$ cat src/rtl/id_stage_if.sv
// id_stage_if: fetch, writeback and ID/EX signal bundle around the RV32I decode stage
interface id_stage_if #(
  parameter int XLEN = 32
);
  logic [31:0]     if_instr;
  logic [XLEN-1:0] if_pc, if_pc4;
  logic            ex_redirect;
  logic            wb_we;
  logic [4:0]      wb_rd;
  logic [XLEN-1:0] wb_data;
  logic            stall_pc;
  logic [XLEN-1:0] pc_update;
  logic            id_ex_valid;
  logic [XLEN-1:0] id_ex_pc, id_ex_pc4, id_ex_rs1d, id_ex_rs2d, id_ex_imm;
  logic [4:0]      id_ex_rs1, id_ex_rs2, id_ex_rd;
  logic [3:0]      id_ex_alu_op;
  logic            id_ex_asel, id_ex_bsel, id_ex_branch, id_ex_jump;
  logic            id_ex_mem_re, id_ex_mem_we, id_ex_reg_we;
  logic [2:0]      id_ex_funct3;
  logic [1:0]      id_ex_wb_sel;
  modport master (
    output if_instr, if_pc, if_pc4, ex_redirect, wb_we, wb_rd, wb_data,
    input  stall_pc, pc_update, id_ex_valid, id_ex_pc, id_ex_pc4, id_ex_rs1d, id_ex_rs2d,
           id_ex_imm, id_ex_rs1, id_ex_rs2, id_ex_rd, id_ex_alu_op, id_ex_asel, id_ex_bsel,
           id_ex_branch, id_ex_jump, id_ex_mem_re, id_ex_mem_we, id_ex_reg_we, id_ex_funct3,
           id_ex_wb_sel
  );
  modport slave (
    input  if_instr, if_pc, if_pc4, ex_redirect, wb_we, wb_rd, wb_data,
    output stall_pc, pc_update, id_ex_valid, id_ex_pc, id_ex_pc4, id_ex_rs1d, id_ex_rs2d,
           id_ex_imm, id_ex_rs1, id_ex_rs2, id_ex_rd, id_ex_alu_op, id_ex_asel, id_ex_bsel,
           id_ex_branch, id_ex_jump, id_ex_mem_re, id_ex_mem_we, id_ex_reg_we, id_ex_funct3,
           id_ex_wb_sel
  );
endinterface

$ cat src/rtl/id_stage.sv
// id_stage: RV32I decode with regfile, immediate/control decode, load-use stall and wrong-path squash
module id_stage #(
  parameter int XLEN  = 32,
  parameter int NREGS = 32
) (
  input logic       clk,
  input logic       rst,
  id_stage_if.slave bus
);
  typedef enum logic {RUN, SQUASH} state_t;
  typedef struct packed {
    logic            valid;
    logic [XLEN-1:0] pc, pc4, rs1d, rs2d, imm;
    logic [4:0]      rs1, rs2, rd;
    logic [3:0]      alu_op;
    logic            asel, bsel, branch, jump, mem_re, mem_we;
    logic [2:0]      funct3;
    logic            reg_we;
    logic [1:0]      wb_sel;
  } idex_t;
  localparam logic [6:0] OP_LUI = 7'h37, OP_AUIPC = 7'h17, OP_JAL = 7'h6f, OP_JALR = 7'h67;
  localparam logic [6:0] OP_BR = 7'h63, OP_LD = 7'h03, OP_ST = 7'h23, OP_IMM = 7'h13, OP_OP = 7'h33;
  localparam logic [3:0] A_ADD = 4'd0, A_SUB = 4'd1, A_SLL = 4'd2, A_SLT = 4'd3, A_SLTU = 4'd4;
  localparam logic [3:0] A_XOR = 4'd5, A_SRL = 4'd6, A_SRA = 4'd7, A_OR = 4'd8, A_AND = 4'd9;
  localparam logic [3:0] A_PASSB = 4'd10;
  state_t          r_state, w_next;
  idex_t           r_ex, w_dec;
  logic [XLEN-1:0] r_rf [NREGS];
  logic [31:0]     w_in, w_imm;
  logic [2:0]      w_f3;
  logic [4:0]      w_rs1, w_rs2, w_rd;
  logic [3:0]      w_alu;
  logic [XLEN-1:0] w_rs1d, w_rs2d;
  logic w_lui, w_auipc, w_jal, w_jalr, w_br, w_ld, w_st, w_opi, w_op, w_legal;
  logic w_hz, w_stall, w_load;
  assign w_in    = bus.if_instr;
  assign w_f3    = w_in[14:12];
  assign w_lui   = w_in[6:0] == OP_LUI;
  assign w_auipc = w_in[6:0] == OP_AUIPC;
  assign w_jal   = w_in[6:0] == OP_JAL;
  assign w_jalr  = w_in[6:0] == OP_JALR;
  assign w_br    = w_in[6:0] == OP_BR;
  assign w_ld    = w_in[6:0] == OP_LD;
  assign w_st    = w_in[6:0] == OP_ST;
  assign w_opi   = w_in[6:0] == OP_IMM;
  assign w_op    = w_in[6:0] == OP_OP;
  assign w_legal = w_lui | w_auipc | w_jal | w_jalr | w_br | w_ld | w_st | w_opi | w_op;
  // Unused source/dest fields are zeroed so forwarding and hazard compares never see phantom registers
  assign w_rs1 = (w_jalr | w_br | w_ld | w_st | w_opi | w_op) ? w_in[19:15] : '0;
  assign w_rs2 = (w_br | w_st | w_op) ? w_in[24:20] : '0;
  assign w_rd  = (w_legal & ~w_br & ~w_st) ? w_in[11:7] : '0;
  assign w_rs1d = (w_rs1 == '0) ? '0 : (bus.wb_we && bus.wb_rd == w_rs1) ? bus.wb_data : r_rf[w_rs1];
  assign w_rs2d = (w_rs2 == '0) ? '0 : (bus.wb_we && bus.wb_rd == w_rs2) ? bus.wb_data : r_rf[w_rs2];
  assign w_imm = (w_lui | w_auipc) ? {w_in[31:12], 12'h000} :
                 w_jal ? {{11{w_in[31]}}, w_in[31], w_in[19:12], w_in[20], w_in[30:21], 1'b0} :
                 w_st  ? {{20{w_in[31]}}, w_in[31:25], w_in[11:7]} :
                 w_br  ? {{19{w_in[31]}}, w_in[31], w_in[7], w_in[30:25], w_in[11:8], 1'b0} :
                 w_op  ? 32'h0 : {{20{w_in[31]}}, w_in[31:20]};
  assign w_alu = w_lui ? A_PASSB : ~(w_op | w_opi) ? A_ADD :
                 (w_f3 == 3'd0) ? ((w_op & w_in[30]) ? A_SUB : A_ADD) :
                 (w_f3 == 3'd5) ? (w_in[30] ? A_SRA : A_SRL) :
                 (w_f3 == 3'd1) ? A_SLL : (w_f3 == 3'd2) ? A_SLT : (w_f3 == 3'd3) ? A_SLTU :
                 (w_f3 == 3'd4) ? A_XOR : (w_f3 == 3'd6) ? A_OR : A_AND;
  assign w_hz = (r_state == RUN) & r_ex.valid & r_ex.mem_re & (r_ex.rd != '0) &
                ((w_rs1 == r_ex.rd) | (w_rs2 == r_ex.rd));
  assign w_stall = ~rst & w_hz & ~bus.ex_redirect;
  // ID/EX payload for the instruction in ID; all-zero bubble for unsupported opcodes
  always_comb begin
    w_dec = '0;
    if (w_legal) begin
      w_dec.valid  = 1'b1;
      w_dec.pc     = bus.if_pc;
      w_dec.pc4    = bus.if_pc4;
      w_dec.rs1d   = w_rs1d;
      w_dec.rs2d   = w_rs2d;
      w_dec.imm    = w_imm;
      w_dec.rs1    = w_rs1;
      w_dec.rs2    = w_rs2;
      w_dec.rd     = w_rd;
      w_dec.alu_op = w_alu;
      w_dec.asel   = w_auipc | w_jal | w_br;
      w_dec.bsel   = ~w_op;
      w_dec.branch = w_br;
      w_dec.jump   = w_jal | w_jalr;
      w_dec.mem_re = w_ld;
      w_dec.mem_we = w_st;
      w_dec.funct3 = (w_lui | w_auipc | w_jal) ? 3'd0 : w_f3;
      w_dec.reg_we = w_rd != '0;
      w_dec.wb_sel = (w_jal | w_jalr) ? 2'd2 : w_ld ? 2'd1 : 2'd0;
    end
  end
  // A redirect or a load-use stall makes the next ID slot stale; only RUN with neither loads decode
  always_comb begin
    w_next = (bus.ex_redirect | w_hz) ? SQUASH : RUN;
    w_load = (r_state == RUN) & ~bus.ex_redirect & ~w_hz;
  end
  // State register and ID/EX pipeline register
  always_ff @(posedge clk or posedge rst) begin
    if (rst) begin
      r_state <= RUN;
      r_ex    <= '0;
    end else begin
      r_state <= w_next;
      r_ex    <= w_load ? w_dec : '0;
    end
  end
  // Architectural register file; x0 is never written
  always_ff @(posedge clk or posedge rst) begin
    if (rst) for (int i = 0; i < NREGS; i++) r_rf[i] <= '0;
    else if (bus.wb_we && bus.wb_rd != '0) r_rf[bus.wb_rd] <= bus.wb_data;
  end
  assign bus.stall_pc     = w_stall;
  assign bus.pc_update    = bus.if_pc;
  assign bus.id_ex_valid  = r_ex.valid;
  assign bus.id_ex_pc     = r_ex.pc;
  assign bus.id_ex_pc4    = r_ex.pc4;
  assign bus.id_ex_rs1d   = r_ex.rs1d;
  assign bus.id_ex_rs2d   = r_ex.rs2d;
  assign bus.id_ex_imm    = r_ex.imm;
  assign bus.id_ex_rs1    = r_ex.rs1;
  assign bus.id_ex_rs2    = r_ex.rs2;
  assign bus.id_ex_rd     = r_ex.rd;
  assign bus.id_ex_alu_op = r_ex.alu_op;
  assign bus.id_ex_asel   = r_ex.asel;
  assign bus.id_ex_bsel   = r_ex.bsel;
  assign bus.id_ex_branch = r_ex.branch;
  assign bus.id_ex_jump   = r_ex.jump;
  assign bus.id_ex_mem_re = r_ex.mem_re;
  assign bus.id_ex_mem_we = r_ex.mem_we;
  assign bus.id_ex_funct3 = r_ex.funct3;
  assign bus.id_ex_reg_we = r_ex.reg_we;
  assign bus.id_ex_wb_sel = r_ex.wb_sel;
endmodule

$ cat src/flat_wrapper.sv
// flat-port wrapper written by rule: the top's interface ports become plain ports
module id_stage_flat 
#(
  parameter int XLEN  = 32,
  parameter int NREGS = 32
)
  (clk, rst, bus_if_instr, bus_if_pc, bus_if_pc4, bus_ex_redirect, bus_wb_we, bus_wb_rd, bus_wb_data, bus_stall_pc, bus_pc_update, bus_id_ex_valid, bus_id_ex_pc, bus_id_ex_pc4, bus_id_ex_rs1d, bus_id_ex_rs2d, bus_id_ex_imm, bus_id_ex_rs1, bus_id_ex_rs2, bus_id_ex_rd, bus_id_ex_alu_op, bus_id_ex_asel, bus_id_ex_bsel, bus_id_ex_branch, bus_id_ex_jump, bus_id_ex_mem_re, bus_id_ex_mem_we, bus_id_ex_reg_we, bus_id_ex_funct3, bus_id_ex_wb_sel);
  id_stage_if #(.XLEN(XLEN)) bus_i ();
  input logic clk;
  input logic rst;
  input wire logic [$bits(bus_i.if_instr)-1:0] bus_if_instr;
  input wire logic [$bits(bus_i.if_pc)-1:0] bus_if_pc;
  input wire logic [$bits(bus_i.if_pc4)-1:0] bus_if_pc4;
  input wire logic [$bits(bus_i.ex_redirect)-1:0] bus_ex_redirect;
  input wire logic [$bits(bus_i.wb_we)-1:0] bus_wb_we;
  input wire logic [$bits(bus_i.wb_rd)-1:0] bus_wb_rd;
  input wire logic [$bits(bus_i.wb_data)-1:0] bus_wb_data;
  output wire logic [$bits(bus_i.stall_pc)-1:0] bus_stall_pc;
  output wire logic [$bits(bus_i.pc_update)-1:0] bus_pc_update;
  output wire logic [$bits(bus_i.id_ex_valid)-1:0] bus_id_ex_valid;
  output wire logic [$bits(bus_i.id_ex_pc)-1:0] bus_id_ex_pc;
  output wire logic [$bits(bus_i.id_ex_pc4)-1:0] bus_id_ex_pc4;
  output wire logic [$bits(bus_i.id_ex_rs1d)-1:0] bus_id_ex_rs1d;
  output wire logic [$bits(bus_i.id_ex_rs2d)-1:0] bus_id_ex_rs2d;
  output wire logic [$bits(bus_i.id_ex_imm)-1:0] bus_id_ex_imm;
  output wire logic [$bits(bus_i.id_ex_rs1)-1:0] bus_id_ex_rs1;
  output wire logic [$bits(bus_i.id_ex_rs2)-1:0] bus_id_ex_rs2;
  output wire logic [$bits(bus_i.id_ex_rd)-1:0] bus_id_ex_rd;
  output wire logic [$bits(bus_i.id_ex_alu_op)-1:0] bus_id_ex_alu_op;
  output wire logic [$bits(bus_i.id_ex_asel)-1:0] bus_id_ex_asel;
  output wire logic [$bits(bus_i.id_ex_bsel)-1:0] bus_id_ex_bsel;
  output wire logic [$bits(bus_i.id_ex_branch)-1:0] bus_id_ex_branch;
  output wire logic [$bits(bus_i.id_ex_jump)-1:0] bus_id_ex_jump;
  output wire logic [$bits(bus_i.id_ex_mem_re)-1:0] bus_id_ex_mem_re;
  output wire logic [$bits(bus_i.id_ex_mem_we)-1:0] bus_id_ex_mem_we;
  output wire logic [$bits(bus_i.id_ex_reg_we)-1:0] bus_id_ex_reg_we;
  output wire logic [$bits(bus_i.id_ex_funct3)-1:0] bus_id_ex_funct3;
  output wire logic [$bits(bus_i.id_ex_wb_sel)-1:0] bus_id_ex_wb_sel;
  assign bus_i.if_instr = bus_if_instr;
  assign bus_i.if_pc = bus_if_pc;
  assign bus_i.if_pc4 = bus_if_pc4;
  assign bus_i.ex_redirect = bus_ex_redirect;
  assign bus_i.wb_we = bus_wb_we;
  assign bus_i.wb_rd = bus_wb_rd;
  assign bus_i.wb_data = bus_wb_data;
  assign bus_stall_pc = bus_i.stall_pc;
  assign bus_pc_update = bus_i.pc_update;
  assign bus_id_ex_valid = bus_i.id_ex_valid;
  assign bus_id_ex_pc = bus_i.id_ex_pc;
  assign bus_id_ex_pc4 = bus_i.id_ex_pc4;
  assign bus_id_ex_rs1d = bus_i.id_ex_rs1d;
  assign bus_id_ex_rs2d = bus_i.id_ex_rs2d;
  assign bus_id_ex_imm = bus_i.id_ex_imm;
  assign bus_id_ex_rs1 = bus_i.id_ex_rs1;
  assign bus_id_ex_rs2 = bus_i.id_ex_rs2;
  assign bus_id_ex_rd = bus_i.id_ex_rd;
  assign bus_id_ex_alu_op = bus_i.id_ex_alu_op;
  assign bus_id_ex_asel = bus_i.id_ex_asel;
  assign bus_id_ex_bsel = bus_i.id_ex_bsel;
  assign bus_id_ex_branch = bus_i.id_ex_branch;
  assign bus_id_ex_jump = bus_i.id_ex_jump;
  assign bus_id_ex_mem_re = bus_i.id_ex_mem_re;
  assign bus_id_ex_mem_we = bus_i.id_ex_mem_we;
  assign bus_id_ex_reg_we = bus_i.id_ex_reg_we;
  assign bus_id_ex_funct3 = bus_i.id_ex_funct3;
  assign bus_id_ex_wb_sel = bus_i.id_ex_wb_sel;
  id_stage #(.XLEN(XLEN), .NREGS(NREGS)) u_core (.clk(clk), .rst(rst), .bus(bus_i));
endmodule
$ cat config.mk
export PLATFORM = sky130hd
export DESIGN_NAME = id_stage_flat
export DESIGN_NICKNAME = d
export VERILOG_FILES = /design/src/rtl/id_stage_if.sv /design/src/rtl/id_stage.sv /design/src/flat_wrapper.sv
export SDC_FILE = /design/constraint.sdc
export NUM_CORES = 2
export LEC_CHECK = 0
export BUFFER_PORTS_ARGS = -buffer_cell sky130_fd_sc_hd__buf_4
export CELL_PAD_IN_SITES_DETAIL_PLACEMENT = 0
export CELL_PAD_IN_SITES_GLOBAL_PLACEMENT = 1
export CORE_MARGIN = 5
export CORE_UTILIZATION = 27
export CTS_BUF_LIST = sky130_fd_sc_hd__clkbuf_8
export DETAILED_ROUTE_END_ITERATION = 10
export PLACE_DENSITY_LB_ADDON = 0.2
export SKIP_LAST_GASP = 1
export SYNTH_ARGS = -nofsm -noshare
export SYNTH_HDL_FRONTEND = slang
export SYNTH_SLANG_ARGS = --single-unit
$ cat constraint.sdc
create_clock -name clk -period 45.6 [get_ports clk]
set_input_delay 9.12 -clock clk [delete_from_list [all_inputs] [get_ports clk]]
set_output_delay 9.12 -clock clk [all_outputs]
set_load 0.005 [all_outputs]
## After elaboration in Yosys (flattened, before gate mapping)

Index checks and enable logic that the tools add are counted.

- Register bits after elaboration: 1,217
- Input port bits: 137
- Output and inout port bits: 225
- Word-level logic and storage cells: 165

- $lt $le $gt $ge: 4
- Eq/ne operators: 19
- Multiplexer cells: 38
- Bitwise operators: 42
- Reductions and logical operators: 10

Operators by type and width:

| operator | count |
|---|---|
| bitwise mux 1024 bit | 1 |
| 2-to-1 mux 32 bit | 14 |
| 2-to-1 mux 192 bit | 2 |
| binary-select mux 32 bit (select 5 bit) | 2 |
| demux 32 bit (select 5 bit) | 1 |
| 2-to-1 mux 4 bit | 8 |
| == test 7 x 6 -> 1 bit (second input constant) | 3 |
| == test 7 bit (second input constant) | 3 |
| OR 1 bit | 21 |
| == test 5 bit | 4 |
| greater-or-equal comparator 6 bit (second input constant) | 3 |
| inverter 5 -> 6 bit | 3 |
| 2-to-1 mux 5 bit | 3 |
| nonzero test 5 bit | 3 |
| == test 7 x 5 -> 1 bit (second input constant) | 2 |
| AND 1 bit | 11 |
| logical NOT 5 bit | 2 |
| == test 3 bit (second input constant) | 3 |
| == test 7 x 2 -> 1 bit (second input constant) | 1 |
| inverter 1 bit | 7 |
| == test 3 x 2 -> 1 bit (second input constant) | 2 |
| < comparator 6 x 1 -> 1 bit (second input constant) | 1 |
| 2-to-1 mux 1 bit | 5 |
| logical AND 1 bit | 4 |
| other kinds (4) | 4 |

## Longest topological paths before layout

- Depth after elaboration: 15
- Mapped depth: 12
- Depth with buffers taken out: 8

## Least setup slack after synthesis

Ideal clock, no wire load.

- Kind: input-to-output
- Start: in bus_if_instr[5]
- End: out bus_stall_pc
- Arrival: 10.704 ns
- Required time: 36.480 ns
- Setup slack: 25.776 ns
- Stages: 8
- Buffers on the path: 2
- Cells stage by stage: buf_2 a21boi_2 and3_1 buf_2 xor2_1 a2111oi_2 a21oi_1 nor3_1

- Longest elaborated chain between the ends: 12
- Elaborated cells between the ends (all ways): 21
- Classes of those cells: 8 x eq/ne; 2 x mux; 11 x bitwise

Ends and longest elaborated chain:

| what | line | RTL |
|---|---|---|
| start: declaration | flat_wrapper.sv:11 | `input wire logic [$bits(bus_i.if_instr)-1:0] bus_if_instr;` |
| == test 7 bit (on tied branches) | id_stage.sv:41, id_stage.sv:42 |  |
| OR 1 bit (5 in a row) | id_stage.sv:49 | `assign w_rs1 = (w_jalr \| w_br \| w_ld \| w_st \| w_opi \| w_op) ? w_in[19:15] : '0;` |
| 2-to-1 mux 5 bit | id_stage.sv:49 |  |
| == test 5 bit | id_stage.sv:65 | `((w_rs1 == r_ex.rd) \| (w_rs2 == r_ex.rd));` |
| OR 1 bit * | id_stage.sv:65 |  |
| AND 1 bit * | id_stage.sv:64 | `assign w_hz = (r_state == RUN) & r_ex.valid & r_ex.mem_re & (r_ex.rd != '0) &` |
| AND 1 bit * (2 in a row) | id_stage.sv:66 | `assign w_stall = ~rst & w_hz & ~bus.ex_redirect;` |
| end: declaration | flat_wrapper.sv:18 | `output wire logic [$bits(bus_i.stall_pc)-1:0] bus_stall_pc;` |

Every way passes the cells marked *; elsewhere a longest branch is shown, timed or not.

## Worst setup path after layout

- Start: in bus_if_instr[2]
- End: out bus_stall_pc

The elaborated chain is that of the path after synthesis.

==> impl_metrics.json <==
{
  "crit_fanout": 35,
  "port_buffers": 361,
  "fillers": 23900,
  "area_growth_syn_to_layout_pct": 16.7,
  "max-vdd-ir-drop_mv": 0.0240,
  "initial_core_util_pct": 27.2,
  "netlist_instances": 5742,
  "r2r_start": "u_core.bus.id_ex_rd[3]",
  "avgViaCountPerCell": 5.76,
  "power_frac_seq_pct": 47.2,
  "yosys_most_used_dff": "dfrtp_1",
  "critical_path.top_delay_family": "compound AO/OA/AOI/OAI gates",
  "finalHoldViolations": 0,
  "clockRootBuffer": "clkbuf_8",
  "die_width_um": 494,
  "p_sw_uw": 880,
  "drtAntennaViolNets": 0,
  "cts_htree_levels": 4,
  "wl_per_cell_um": 34.8,
  "grt_pass1_vias": 53200,
  "avgSynthCellArea_um2": 11.0,
  "critPathLaunch": "bus_if_instr[2]",
  "rr_endpoint": "u_core.bus.id_ex_rs2d[3]",
  "critPathBufInv": 3,
  "grt_usage_pct": 25.4,
  "crit_end": "bus_stall_pc",
  "yosysSeqAreaShare_pct": 48.1,
  "row_count": 177,
  "cts_buffers": 220,
  "hold_buffers": 0,
  "end_kind": "primary output",
  "intPower_mw": 2.07,
  "ys_types": 87,
  "postCtsSetupRepairBufs": 0,
  "layout_commonest_cell": "dfrtp_1",
  "fin_crit_sh_pct": 46.1,
  "routed_wl_mm": 320,
  "slew_viol_final": 0,
  "worst-endpoint-arrival_ns": 11.91,
  "syn_area_um2": 63200,
  "yosysWarningCount": 0,
  "remaining_drc_errors": 0,
  "path_depth": 9,
  "cts_max_path_buffers": 3,
  "ios": 362,
  "gr-total-overflow": 0,
  "insertion_delay_ns": 1.02,
  "drt-initial-drc-count": 5057,
  "grt_max_degree": 160,
  "antenna_found_initial": 23,
  "grt_pass1_wl_mm": 441,
  "die-area_um2": 244000,
  "drive_gt1_share_pct": 33.7,
  "dp_hpwl_mm": 186,
  "regToRegSetupSlack_ns": 41.92,
  "gp_congestion": 0.850,
  "cts_tree": "done",
  "clkTransAtPathRegs_ns": 0.06,
  "timing.fmax_mhz": 47.6,
  "finalSetupViolCount": 0,
  "synth_nets": 5879,
  "clock_sinks": 1216,
  "p_per_area_nw_per_um2": 40.0,
  "power.share.switching_pct": 29.8,
  "slowest_delay_ns": 0.79,
  "die_h_um": 494,
  "worst_setup_path_start_kind": "input port",
  "slowest_stage": "a2111oi_2",
  "rr_worst_depth": 10,
  "required_ns": 36.48,
  "worst_slack_ns": 24.57,
  "final.min_clock_period_ns": 21.03,
  "crit_chain": "buf_4 -> and4bb_1 -> buf_4 -> nand2_4 -> o21ai_0 -> a2111oi_2 -> a21oi_1 -> nor3_1 -> buf_4",
  "tightest_slew_ns": 1.34,
  "mostFrequentLayoutCells": "1,216 x dfrtp_1, 1,064 x mux2_2, 528 x buf_4, 523 x nand2_1, 348 x mux2i_1",
  "finClkSkew_ns": 0.0635,
  "place_ws_ns": 24.64,
  "comb_power_share_pct": 14.9,
  "ys_ff_latch": 1216,
  "post_cts_resized": 0,
  "rsz0062_at_grt": "false",
  "tns_ns": 0,
  "drt_pass1_iterations": 6,
  "async_reset_ff_share_pct": 100,
  "p_leak_nw": 31.9,
  "status": "completed",
  "core-area_um2": 233000,
  "crit_top_cell": "buf_4",
  "synth-edff-count": 0,
  "maxCapViolations": 0,
  "maxSlewHeadroom_pct": 10.2,
  "vias": 52900,
  "hold_class": "flop to flop",
  "critPathKind": "input port to primary output",
  "p_clk_share_pct": 38.0,
  "layout.nets": 5994
}
==> worst min-delay path by stage <==
stage	slack, ns	cells after the start	startpoint	to
global placement	0.43	0	u_core.r_rf[1023]	u_core.r_rf[1023]
global route	0.47	0	u_core.r_rf[1021]	u_core.r_rf[1021]
floorplan	0.46	2	u_core.r_rf[735]	u_core.r_rf[735]
CTS	0.44	0	u_core.r_rf[1023]	u_core.r_rf[1023]
detailed placement	0.43	0	u_core.r_rf[1023]	u_core.r_rf[1023]
finish	0.44	0	u_core.r_rf[1023]	u_core.r_rf[1023]
==> cell families after synthesis <==
logic type      count (synthesis)  share of synthesized area, %
xor+xnor                       13                         0.180
simple gates                 1230                          9.11
flops                        1216                          48.1
compound gates               1207                          13.7
mux                          1412                          24.5
buf+inv                       664                          4.38
==> final cells by class <==
type | instances | area (um^2) | share of cell area, %
multi-input cells | 3862 | 30500 | 41.4
flip-flops and latches | 1216 | 30400 | 41.2
repair buffers | 536 | 4100 | 5.55
well taps | 3132 | 3920 | 5.31
clock buffers | 273 | 3760 | 5.09
clock inverters | 131 | 907 | 1.23
inverters | 21 | 88.8 | 0.120
diodes | 21 | 52.6 | 0.0712
==> through the flow <==
stage	hold WS, ns	utilization, %	std cells	power (mW)	area, um^2
final	0.441	31.7	9192	2.95	73800
after detailed placement	0.425	29.7	8767	1.84	69100
after global placement	0.432	29.7	8767	1.83	69100
after global routing	0.466	31.7	9183	3.08	73700
after CTS	0.440	31.7	9171	2.97	73700
after floorplan	0.463	-	5742	1.69	63200
==> worst reg2reg max path, stage by stage (launching register included) <==
cell	delay [ns]
dfrtp_1	0.50
xor2_1	0.18
o22ai_1	0.11
a22oi_1	0.29
a2111o_1	0.18
o2111ai_4	0.13
inv_2	0.07
buf_4	0.57
nand2b_4	0.06
buf_4	0.39
a211oi_1	1.00
==> flip-flops by register name (all words and copies together), names as in the netlist, 5 cells and up <==
signal,count
u_core.r_rf,1024
u_core.bus.id_ex_imm,32
u_core.bus.id_ex_pc4,32
u_core.bus.id_ex_pc,32
u_core.bus.id_ex_rs1d,32
u_core.bus.id_ex_rs2d,32
u_core.bus.id_ex_rd,5
u_core.bus.id_ex_rs1,5
u_core.bus.id_ex_rs2,5
==> per-layer routing <==
layer | share of wire (%) | wire [um] | track usage [%] | up-vias
met1 | 43 | 137000 | 34.1 | 28000
met4 | 4.4 | 14100 | 10.7 | 18
met3 | 8.6 | 27500 | 6.53 | 652
met5 | 0.036 | 114 | 0 | -
li1 | - | - | - | 21500
met2 | 44 | 142000 | 38.8 | 2710
==> synthesized netlist by cell type, types with 25 or more instances <==
library cell	count	area share [%]
a22oi_1	61	0.72
buf_1	69	0.41
and3_1	64	0.63
mux2i_1	348	5.5
a221oi_1	111	1.5
o2111ai_1	47	0.65
a311oi_1	30	0.42
o22ai_1	54	0.53
mux2_2	1064	19
o211ai_1	28	0.33
buf_4	42	0.50
clkbuf_1	445	2.6
and2_1	76	0.75
a32o_1	25	0.40
buf_2	86	0.68
a2bb2oi_1	35	0.49
a211oi_1	98	1.2
nand2_1	544	3.2
nor2b_1	36	0.36
a31oi_1	39	0.39
o21ai_0	266	2.1
nor3_1	74	0.59
nand3_1	150	1.2
dfrtp_1	1216	48
nand4_1	36	0.36
a21oi_1	157	1.2
nor2_1	161	0.96
o221ai_1	67	0.93
==> power by group through the flow <==
stage / Clock [mW] / Sequential [mW] / Combinational, mW
floorplan: 0 / 1.37 / 0.324
global placement: 0 / 1.40 / 0.429
detailed placement: 0 / 1.40 / 0.437
CTS: 1.15 / 1.38 / 0.438
global route: 1.19 / 1.41 / 0.478
finish: 1.12 / 1.39 / 0.439
No activity file was read; power rests on OpenSTA's default activity.
